<file path="src/rtl/local_predictor.sv">
// Single-entry 2-bit saturating-counter branch-direction predictor.
// Trained from the Execute-stage outcome; prediction is the counter MSB.

module local_predictor #(
  parameter int                     COUNTER_WIDTH = 2,
  parameter logic [COUNTER_WIDTH-1:0] RESET_STATE = 2'b01
) (
  input  logic clk_i,
  input  logic reset_i,
  input  logic pc_src_res_e_i,
  input  logic enable_i,
  output logic pc_src_pred_o
);

  typedef enum logic [COUNTER_WIDTH-1:0] {
    SU = 'd0,
    WU = 'd1,
    WT = 'd2,
    ST = 'd3
  } state_t;

  state_t r_state;
  state_t w_nextState;

  // Saturating step: move one state toward the resolved direction, clamp at the ends.
  always_comb begin
    w_nextState = r_state;
    if (enable_i) begin
      unique case (r_state)
        SU:      w_nextState = pc_src_res_e_i ? WU : SU;
        WU:      w_nextState = pc_src_res_e_i ? WT : SU;
        WT:      w_nextState = pc_src_res_e_i ? ST : WU;
        ST:      w_nextState = pc_src_res_e_i ? ST : WT;
        default: w_nextState = r_state;
      endcase
    end
  end

  always_ff @(posedge clk_i) begin
    if (reset_i) begin
      r_state <= state_t'(RESET_STATE);
    end else begin
      r_state <= w_nextState;
    end
  end

  assign pc_src_pred_o = r_state[COUNTER_WIDTH-1];

endmodule

</file>
<file path="config.mk">
export PLATFORM = sky130hd
export DESIGN_NAME = local_predictor
export DESIGN_NICKNAME = d
export VERILOG_FILES = /design/src/rtl/local_predictor.sv
export SDC_FILE = /design/constraint.sdc
export NUM_CORES = 1
export LEC_CHECK = 0
export CELL_PAD_IN_SITES_DETAIL_PLACEMENT = 1
export CELL_PAD_IN_SITES_GLOBAL_PLACEMENT = 2
export CORE_AREA = 2 2 39 41
export CTS_BUF_LIST = sky130_fd_sc_hd__clkbuf_8
export CTS_CLUSTER_DIAMETER = 30
export DETAILED_ROUTE_END_ITERATION = 16
export DIE_AREA = 0 0 41 43
export GPL_TIMING_DRIVEN = 0
export PLACE_DENSITY_LB_ADDON = 0.1
export SLEW_MARGIN = 10
export SYNTH_ARGS = -nofsm -noshare
export SYNTH_HDL_FRONTEND = slang
export SYNTH_SLANG_ARGS = --single-unit
</file>
<file path="constraint.sdc">
create_clock -name clk_i -period 1.03 [get_ports clk_i]
set_clock_uncertainty 0.05 [all_clocks]
set_input_delay 0.1545 -clock clk_i [delete_from_list [all_inputs] [get_ports clk_i]]
set_output_delay 0.1545 -clock clk_i [all_outputs]
set_load 0.03 [all_outputs]
</file>
# Word-level counts from Yosys, hierarchy flattened
# Index checks and enable logic that the tools add are counted.
totals:
  reg_bits: 2
  out_inout_bits: 1
  in_bits: 4
classes:
  n_reduce_logical: 1
  n_eq_ne: 3
  n_mux: 5
op_table:
  columns: ["cell", "n"]
  rows:
  - ["one-hot mux 2 bit (4 select lines)", 1]
  - ["== test 2 bit, second input constant", 2]
  - ["2-to-1 mux 2 bit", 2]
  - ["== test 2 x 1 -> 1 bit, second input constant", 1]
  - ["zero test 2 bit", 1]
  - ["2-to-1 mux 1 bit", 2]

# Depth between registers and ports, before layout
# Gate-level depths: netlist (run 1).
depth:
  word_depth: 2
  depth_mapped: 3

# Worst setup path after synthesis (run 1)
# No wires, ideal clock.
synth_path:
  path_kind: "reg-to-reg"
  startpoint: "register r_state[1]"
  endpoint: "register r_state[1]"
  period_less_slack_ps: 901
  n_path_buf: 0
  required_time_ps: 910
  slack_ps: 129
  arrival_ps: 782
  stages_incl_launch_ff: 4
  cell_sequence: "dfxtp_1 a21o_1 nand2_1 a21oi_1"
synth_via:
  elab_chain_len: 2
synth_rtl:
  columns: ["item", "line", "source"]
  rows:
  - ["start, declared", "22", "state_t r_state;"]
  - ["start signal, assigned", "41", "r_state <= state_t'(RESET_STATE);"]
  - ["start signal, assigned", "43", "r_state <= w_nextState;"]
  - ["== test 2 bit (tied with other cells)", "29", "unique case (r_state)"]
  - ["one-hot mux 2 bit (4 select lines) (*)", "29", null]
# Mark *: on every way between the ends. The rest lies on a longest branch, timed or not.
# A chain may end at the register's enable or synchronous reset.

# Final worst setup path (run 1)
layout_path:
  startpoint: "register r_state[1]"
  endpoint: "output pc_src_pred_o"
layout_rtl:
  columns: ["item", "line", "source"]
  rows:
  - ["end, declared", "12", "output logic pc_src_pred_o"]
# No word-level cell between the ends.

==> results, run 1 <==
- The initial cell density of the core is 6.420%.
- The clock tree from TritonCTS is built.
- Entering global routing, the biggest net connects 5 pins.
- The antenna diode count is 0.
- The cell internal power dissipation is 0.0003543 W.
- The critical path goes through buf_2.
- The buffer and inverter count on the worst path is 1.
- The post-route netlist has 21.05% of its cells at a drive strength greater than 1.
- The worst reg2reg path depth is 3.
- CTS built an H-tree with a depth of 1.
- The synthesized instance count is 12.
- The flow ran to the end, and the final reports show no timing, DRC or antenna violations.
- The average footprint of a synthesized cell is 7.403 um2.
- The synthesized netlist net count is 16.
- The area share of xor/xnor cells in the synthesized design is 0%.
- The register with the most flip-flops in the layout has 2 of them.
- The delay of the slowest cell on the worst path is 0.36 ns.
- Summed over all layers, the global routing overflow is 0.
- The combined area of the multi-input logic cells is 41.29 um2.
- The critical path is of the register to output pin type.
- For the worst setup path, the data arrival time is 0.79 ns.
- Across the run, the number of max-cap violations was 0.
- Ranked by flip-flop count, first place goes to r_state.
- The reported net switching power is 0.00008346 W.
- The number of distinct library cell variants in the gate-level netlist after synthesis is 6.
- The setup slack after placement is -0.2213 ns.
- The count of input and output buffers is 4.
- Timing would allow up to 1006 MHz.
- The largest vdd supply drop is 0.0006670 V.
- The largest registers in the layout are r_state: 2 flops.
- After clock tree synthesis, the clock-pin slew on the worst setup and hold paths is 0.03 ns.
- The area of all sequential standard cells is 40.04 um2.
- In this run the standard cell core region covers 0.001384 mm2.
- The initial antenna violation count was 0.
- The TritonCTS buffer count is 3.
- The slew at the pin closest to its max-slew limit is 0.1572 ns.
- The proportion of power drawn by the clock network is 68.6%.
- The tree is rooted in a sky130_fd_sc_hd__clkbuf_8.
- The startpoint kind of the worst setup timing path is a register.
- The count of fill cells added during filler insertion is 159.
- The floorplan step defined a die boundary enclosing 0.001763 mm2.
- Of all nets on the critical path, the largest fanout is 4.
- The final standard cell count with taps included and fillers excluded is 35.
- The largest family of logic cells by synthesized area is compound AO/OA/AOI/OAI gates.
- The global-route wire length before repair is 427 um.
- The mux cell area share after synthesis is 0%.
- The number of failing setup endpoints in the final timing report is 0.
- The die is 41 um wide.
- The wire-length estimate of the detail-placed layout is 213.3 um.
- Routability-driven placement finished with a final weighted congestion of 0.5274.
- The tightest hold margin is 0.4264 ns.
- The insertion delay of the later-clocked pin in the worst-skew pair is 0.21 ns.
- The area fraction in compound gates after synthesis is 42.25%.
- After the first detailed-routing iteration, the DRC count stood at 0.
- The switching share of power is 19.07%.
- At the end of the flow, the number of nets in the layout was 25.
- Compared with the post-synthesis result, the final layout area differs by 108.5%.
- Once placement completed, the tool counted placed cells totaling 32.
- Dividing total power by cell area gives a power density of 2364 mW/mm2.
- The detailed router placed 102 vias in this run.
- The sort of element at the end of the critical path is an output pin.
- After Yosys synthesis, and, or, nand and nor cells account for 4.225% of the synthesized area.
- The number of storage elements in the synthesis netlist is 2.
- The count of final hold-check violations is 0.
- The floorplan has 14 rows.
- Setup repair after global routing left no endpoint under its margin.
- The first-pass detailed-route iteration total is 1.
- The cell family with the largest share of critical-path delay is flip-flops.
- The clock passes through at most 2 buffers.
- For this design the static power due to leakage is 0.08473 nW.
- For this run, design rule violations remaining after detail routing come to 0.
- The number of sinks handled by clock tree synthesis is 2.
- After detailed routing, the average wire length per cell comes to 7.886 um.
- The class of the most critical hold timing path is register to register.
- Data on the critical path is required at its endpoint by 0.83 ns.
- Combinational logic is responsible for 10.3% of the overall power.
- The terminus of the critical flop-to-flop path is r_state[0].
- The global-route usage over all layers is 4.213%.
- Pin placement for this block handled 5 I/O pins.
- Yosys printed 0 warnings.
- The floorplan step set the die height to 43 um.
- In this run the most critical hold path is launched from r_state[0].
- The sequential share of power is 21.1%.
- The worst register-to-register path begins at r_state[0].
- Among all stages on the critical path, the largest delay is contributed by sky130_fd_sc_hd__dfxtp_1.
- The final critical path takes up 96.48% of the cycle.
- The fraction of the yosys area taken by sequential cells is 45.07%.
- The number of global-route vias before repair is 117.
- For flop-to-flop paths, the worst setup slack is 0.23 ns.
- The remaining number of nets flagged by the antenna check after routing is 0.
- After layout, the worst setup slack is 0.03625 ns.
- The path with the worst hold slack has its endpoint at r_state[1].
- The cell area that synthesis handed to floorplanning was 88.84 um2.
- The post-detailed-route via-to-cell ratio is 2.914.
- After detailed routing, the total wire length is 276 um.
- Power comes to 0.0004378 W.
- Measured against its own limit, the worst slew margin works out to 89.41%.
- The final critical-path required period is 0.9937 ns.
- The number of slew-limit violations in the final report is 0.
- The depth of the worst hold-timing path is 2.
- The adder-cell share of the synthesized area is 0%.
per-stage QoR:
step | setup TNS (ns) | utilization, % | area (um2)
3_3_place_gp | -0.5003 | 10.76 | 148.9
4_1_cts | 0 | 13.38 | 185.2
2_1_floorplan | 0 | - | 88.84
6_report | 0 | 13.38 | 185.2
3_5_place_dp | -0.4383 | 10.76 | 148.9
5_1_grt | 0 | 13.38 | 185.2
repair_timing:
action / CTS / global route
endpoints found under the setup margin: 1 / 0
resized for setup: 5 / 0
hold buffers: 0 / 0
buffers inserted: 0 / 0
layout by cell type (no fill, tap or decap), drive strengths merged:
| cell | count |
|---|---|
| nand2 | 1 |
| dfxtp | 2 |
| o21ai | 3 |
| buf | 1 |
| a21oi | 3 |
| inv | 2 |
| clkdlybuf4s50 | 3 |
| a21o | 1 |
| clkbuf | 3 |
area by class of cell:
| type | count | area share [%] |
|---|---|---|
| Clock buffer | 3 | 22.30 |
| Inverter | 2 | 4.054 |
| Multi-Input combinational cell | 8 | 22.30 |
| Sequential cell | 2 | 21.62 |
| Tap cell | 16 | 10.81 |
| Timing Repair Buffer | 4 | 18.92 |
synthesized netlist by cell type:
cell type,count,area share (%)
sky130_fd_sc_hd__a21oi_1,3,17
sky130_fd_sc_hd__a21o_1,1,8.5
sky130_fd_sc_hd__dfxtp_1,2,45
sky130_fd_sc_hd__inv_1,2,8.5
sky130_fd_sc_hd__o21ai_0,3,17
sky130_fd_sc_hd__nand2_1,1,4.2
routing by layer:
metal / wire [um] / part of all wire, % / vias to the layer above / GRT usage (%)
li1: - / - / 55 / -
met1: 136 / 49 / 42 / 5.128
met2: 100 / 36 / 5 / 3.125
met3: 40 / 14 / 0 / 3.665
met4: 0 / 0 / 0 / 6.000
met5: 0 / 0 / - / 0
power by group through the flow:
stage                     logic (W)  registers (W)  clock network, W
final                     0.0000451      0.0000922          0.000300
after global routing      0.0000497      0.0000935          0.000314
after CTS                 0.0000460      0.0000924          0.000313
after detailed placement  0.0000492      0.0000935                 0
after global placement    0.0000500      0.0000940                 0
after floorplan           0.0000162      0.0000995                 0
worst max-delay path by stage:
| stage | start | slack, ns | cells after the start | end |
|---|---|---|---|---|
| 2_1_floorplan | r_state[1] | 0.13 | 3 | r_state[1] |
| 3_3_place_gp | r_state[1] | -0.23 | 1 | pc_src_pred_o |
| 3_5_place_dp | r_state[1] | -0.22 | 1 | pc_src_pred_o |
| 4_1_cts | r_state[1] | 0.03 | 1 | pc_src_pred_o |
| 5_1_grt | r_state[1] | 0.02 | 1 | pc_src_pred_o |
| 6_report | r_state[1] | 0.04 | 1 | pc_src_pred_o |
cell families after synthesis:
family | Yosys count
AND/OR/NAND/NOR | 1
flip-flops | 2
AO/OA/AOI/OAI | 7
buffers and inverters | 2
Power figures use the tool's default switching activity.
==> run 2: changes to the inputs <==
--- a/config.mk
+++ b/config.mk
@@ -13,6 +13,7 @@
 export DETAILED_ROUTE_END_ITERATION = 16
 export DIE_AREA = 0 0 41 43
 export GPL_TIMING_DRIVEN = 0
+export HOLD_SLACK_MARGIN = 0.05
 export PLACE_DENSITY_LB_ADDON = 0.1
 export SLEW_MARGIN = 10
 export SYNTH_ARGS = -nofsm -noshare
==> results of run 2 <==
No change in the layout: final DEF, timing and power equal those of run 1.
==> run 3: changes to the inputs <==
--- a/config.mk
+++ b/config.mk
@@ -8,7 +8,6 @@
 export CELL_PAD_IN_SITES_DETAIL_PLACEMENT = 1
 export CELL_PAD_IN_SITES_GLOBAL_PLACEMENT = 2
 export CORE_AREA = 2 2 39 41
-export CTS_BUF_LIST = sky130_fd_sc_hd__clkbuf_8
 export CTS_CLUSTER_DIAMETER = 30
 export DETAILED_ROUTE_END_ITERATION = 16
 export DIE_AREA = 0 0 41 43
==> constraint.sdc (replaced) <==
create_clock -name clk_i -period 0.87 [get_ports clk_i]
set_clock_uncertainty 0.05 [all_clocks]
set_input_delay 0.1305 -clock clk_i [delete_from_list [all_inputs] [get_ports clk_i]]
set_output_delay 0.1305 -clock clk_i [all_outputs]
set_load 0.03 [all_outputs]
==> run 3 against run 2 <==
Effect of this change: critical endpoint unchanged; non-clock buffer count stayed put; the run now ends with negative setup slack left; critical path type unchanged; sequential share of layout area is 2.5 points higher; count of clock-buffer cells in the layout stayed put; wire length is 13% lower; final cell count stayed put; final area is 2.0% lower; largest power group unchanged; register-to-register slack worse by 0.16 ns; total power is 17% lower; global-route usage is 0.51 points lower; largest cell class is now buffers; hold slack worse by 0.23 ns; combinational power is 30% higher.
==> results, run 3 (same netlist as run 1, synthesis figures left out) <==
- The number of I/O pins is 5 (unchanged).
- The total congestion overflow is 0 (unchanged).
- The CTS root buffer is sky130_fd_sc_hd__clkbuf_4.
- The core box area was 0.001384 mm2 (unchanged).
- The startpoint kind of the worst setup timing path is a register.
- TritonCTS built the clock tree.
- The slack of the critical path is -0.002834 ns (-0.03908 ns).
- The chip width is 41 um (unchanged).
- The largest driver fanout on the critical path was 4 (unchanged).
- The remaining number of nets flagged by the antenna check after routing is 0 (unchanged).
- The sort of element at the end of the critical path is an output pin.
- The number of buffers inserted by post-CTS setup repair is 0 (unchanged).
- The flip-flop count of the largest register, all copies and words added is 2 (unchanged).
- The largest vdd supply drop was 0.0003418 V (-49%).
- The largest registers in the layout are r_state: 2 flops.
- The global placer's final weighted congestion is 0.5171 (-2.0%).
- The area of the die was 0.001763 mm2 (unchanged).
- The count of routing violations after the opening detailed-route iteration is 1 (+1).
- The aggregate routed wire length is 240 um (-13%).
- The total power of the final layout is 0.0003644 W (-17%).
- The flow ran to the end, but the final reports show violations.
- Setup repair after global routing could not meet its margin everywhere.
- The slew at the pin closest to its max-slew limit came to 0.1357 ns (-0.02156 ns).
- The tightest hold margin is 0.1926 ns (-0.2338 ns).
- The leakage power is 0.09696 nW (+14%).
- The insertion delay of the later-clocked pin in the worst-skew pair is 0.22 ns (about the same).
- Leaving out fill and tap cells, the most frequent cells in the layout are sky130_fd_sc_hd__a21oi_1, sky130_fd_sc_hd__clkbuf_4, sky130_fd_sc_hd__inv_1, sky130_fd_sc_hd__o21ai_1, sky130_fd_sc_hd__dlymetal6s2s_1.
- The delay of the slowest cell on the worst path was 0.35 ns (about the same).
- The detailed-route wire length per cell came to 6.857 um (-13%).
- The remaining design rule violation count is 0 (unchanged).
- The post-detailed-route via-to-cell ratio is 3.029 (+3.9%).
- The share of the cycle needed by the critical path after routing is 100.3%.
- The buffer and inverter count on the worst path is 1 (unchanged).
- The sum of negative setup slack is -0.002834 ns (-0.002834 ns).
- The TritonCTS buffer count came to 3 (unchanged).
- Counting I/O delays and the setup requirement, the final critical path takes 0.8728 ns.
- The maximum number of pins on one net before global-route repair is 5 (unchanged).
- The count of final hold-check violations is 0 (unchanged).
- The total power divided by cell area came to 2009 mW/mm2 (-15%).
- The clock tree buffer depth is 2 (unchanged).
- The worst register-to-register path begins at r_state[0].
- The global-route usage over all layers is 3.704% (-0.51 points).
- The initial cell density of the core is 6.420% (unchanged).
- In this run the worst hold path is classified as primary input to register.
- The number of max-cap violations was 0 (unchanged).
- The antenna diode count was 0 (unchanged).
- The die outline height is 43 um (unchanged).
- The signal on the critical path passes through buf_6.
- The deepest level of the CTS H-tree is 1 (unchanged).
- The setup path with the least slack is of type register to output pin.
- The placement row count is 14 (unchanged).
- The net count reported at finish is 25 (unchanged).
- The library cell contributing the largest single delay on the critical path is sky130_fd_sc_hd__dfxtp_4.
- The initial antenna violation count is 0 (unchanged).
- The count of input and output buffers was 4 (unchanged).
- The signal arrival time at the worst endpoint is 0.69 ns (-0.10 ns).
- The checks that failed: negative setup slack.
- The cell family with the largest share of critical-path delay is flip-flops.
- The clock edge transition at the registers on the reported setup and hold paths is 0.03 ns (about the same).
- The via count of the routed design is 106 (+3.9%).
- The data required time at the worst endpoint came to 0.69 ns (-0.14 ns).
- The post-detailed-placement cell area is 150.1 um2 (+0.84%).
- The setup slack after placement is -0.3150 ns (-0.09365 ns).
- The number of slew-limit violations in the final report is 0 (unchanged).
- The number of failing setup endpoints in the final timing report is 1 (+1).
- The proportion of layout cells with a drive suffix above 1 is 26.32% (+5.3 points).
- The first-pass detailed-route iteration total was 2 (+1).
- Relative to the synthesized area, the layout overhead comes to 104.2%.
- The number of global-route vias before repair is 130 (+11%).
- The worst slew slack as a fraction of its limit was 90.86% (+1.5 points).
- The startpoint of the worst hold path is enable_i.
- The global-route wire length before repair came to 414 um (-3.0%).
- The critical path startpoint is r_state[1].
- Based on the critical path, the design can be clocked at up to 1146 MHz.
- The worst setup slack for register-to-register paths is 0.07 ns (-0.16 ns).
- The number of sinks handled by clock tree synthesis is 2 (unchanged).
- The register with the most flip-flops in the final layout is r_state.
- The area of all placed cells without fillers was 181.4 um2 (-2.0%).
run 3: what timing repair did:
action | 4_1_cts | 5_1_grt
endpoints found under the setup margin | 2 | 3
resized for setup | 7 | 5
hold buffers | 0 | 0
run 3: cell type report:
cell class | count | area [um2]
repair buffers | 4 | 46.29
flip-flops and latches | 2 | 43.79
inverters | 2 | 7.507
multi-input cells | 8 | 41.29
clock buffers | 3 | 22.52
fillers | 164 | 1202
well taps | 16 | 20.02
run 3: layer usage:
metal | up-vias | wire length, um | GRT usage [%]
li1 | 55 | - | -
met2 | 1 | 149 | 5.625
met5 | - | 0 | 0
met3 | 0 | 10 | 1.571
met4 | 0 | 0 | 4.000
met1 | 50 | 80 | 3.185
run 3: stage by stage:
stage / utilization (%) / instances
final: 13.11 / 35
after floorplan: - / 12
after global placement: 10.85 / 32
after global routing: 13.11 / 35
after CTS: 12.57 / 35
after detailed placement: 10.85 / 32
run 3: worst paths after layout:
check             endpoint  depth (start not counted)
max          pc_src_pred_o                          1
min reg2reg     r_state[1]                          2
max reg2reg     r_state[0]                          3
min             r_state[0]                          3
run 3: report_power, final:
group	total, W	internal [W]	switching [W]
sequential	0.000111	0.000102	0.00000878
clock	0.000195	0.000151	0.0000436
combinational	0.0000587	0.0000310	0.0000277
total	0.000364	0.000284	0.0000801
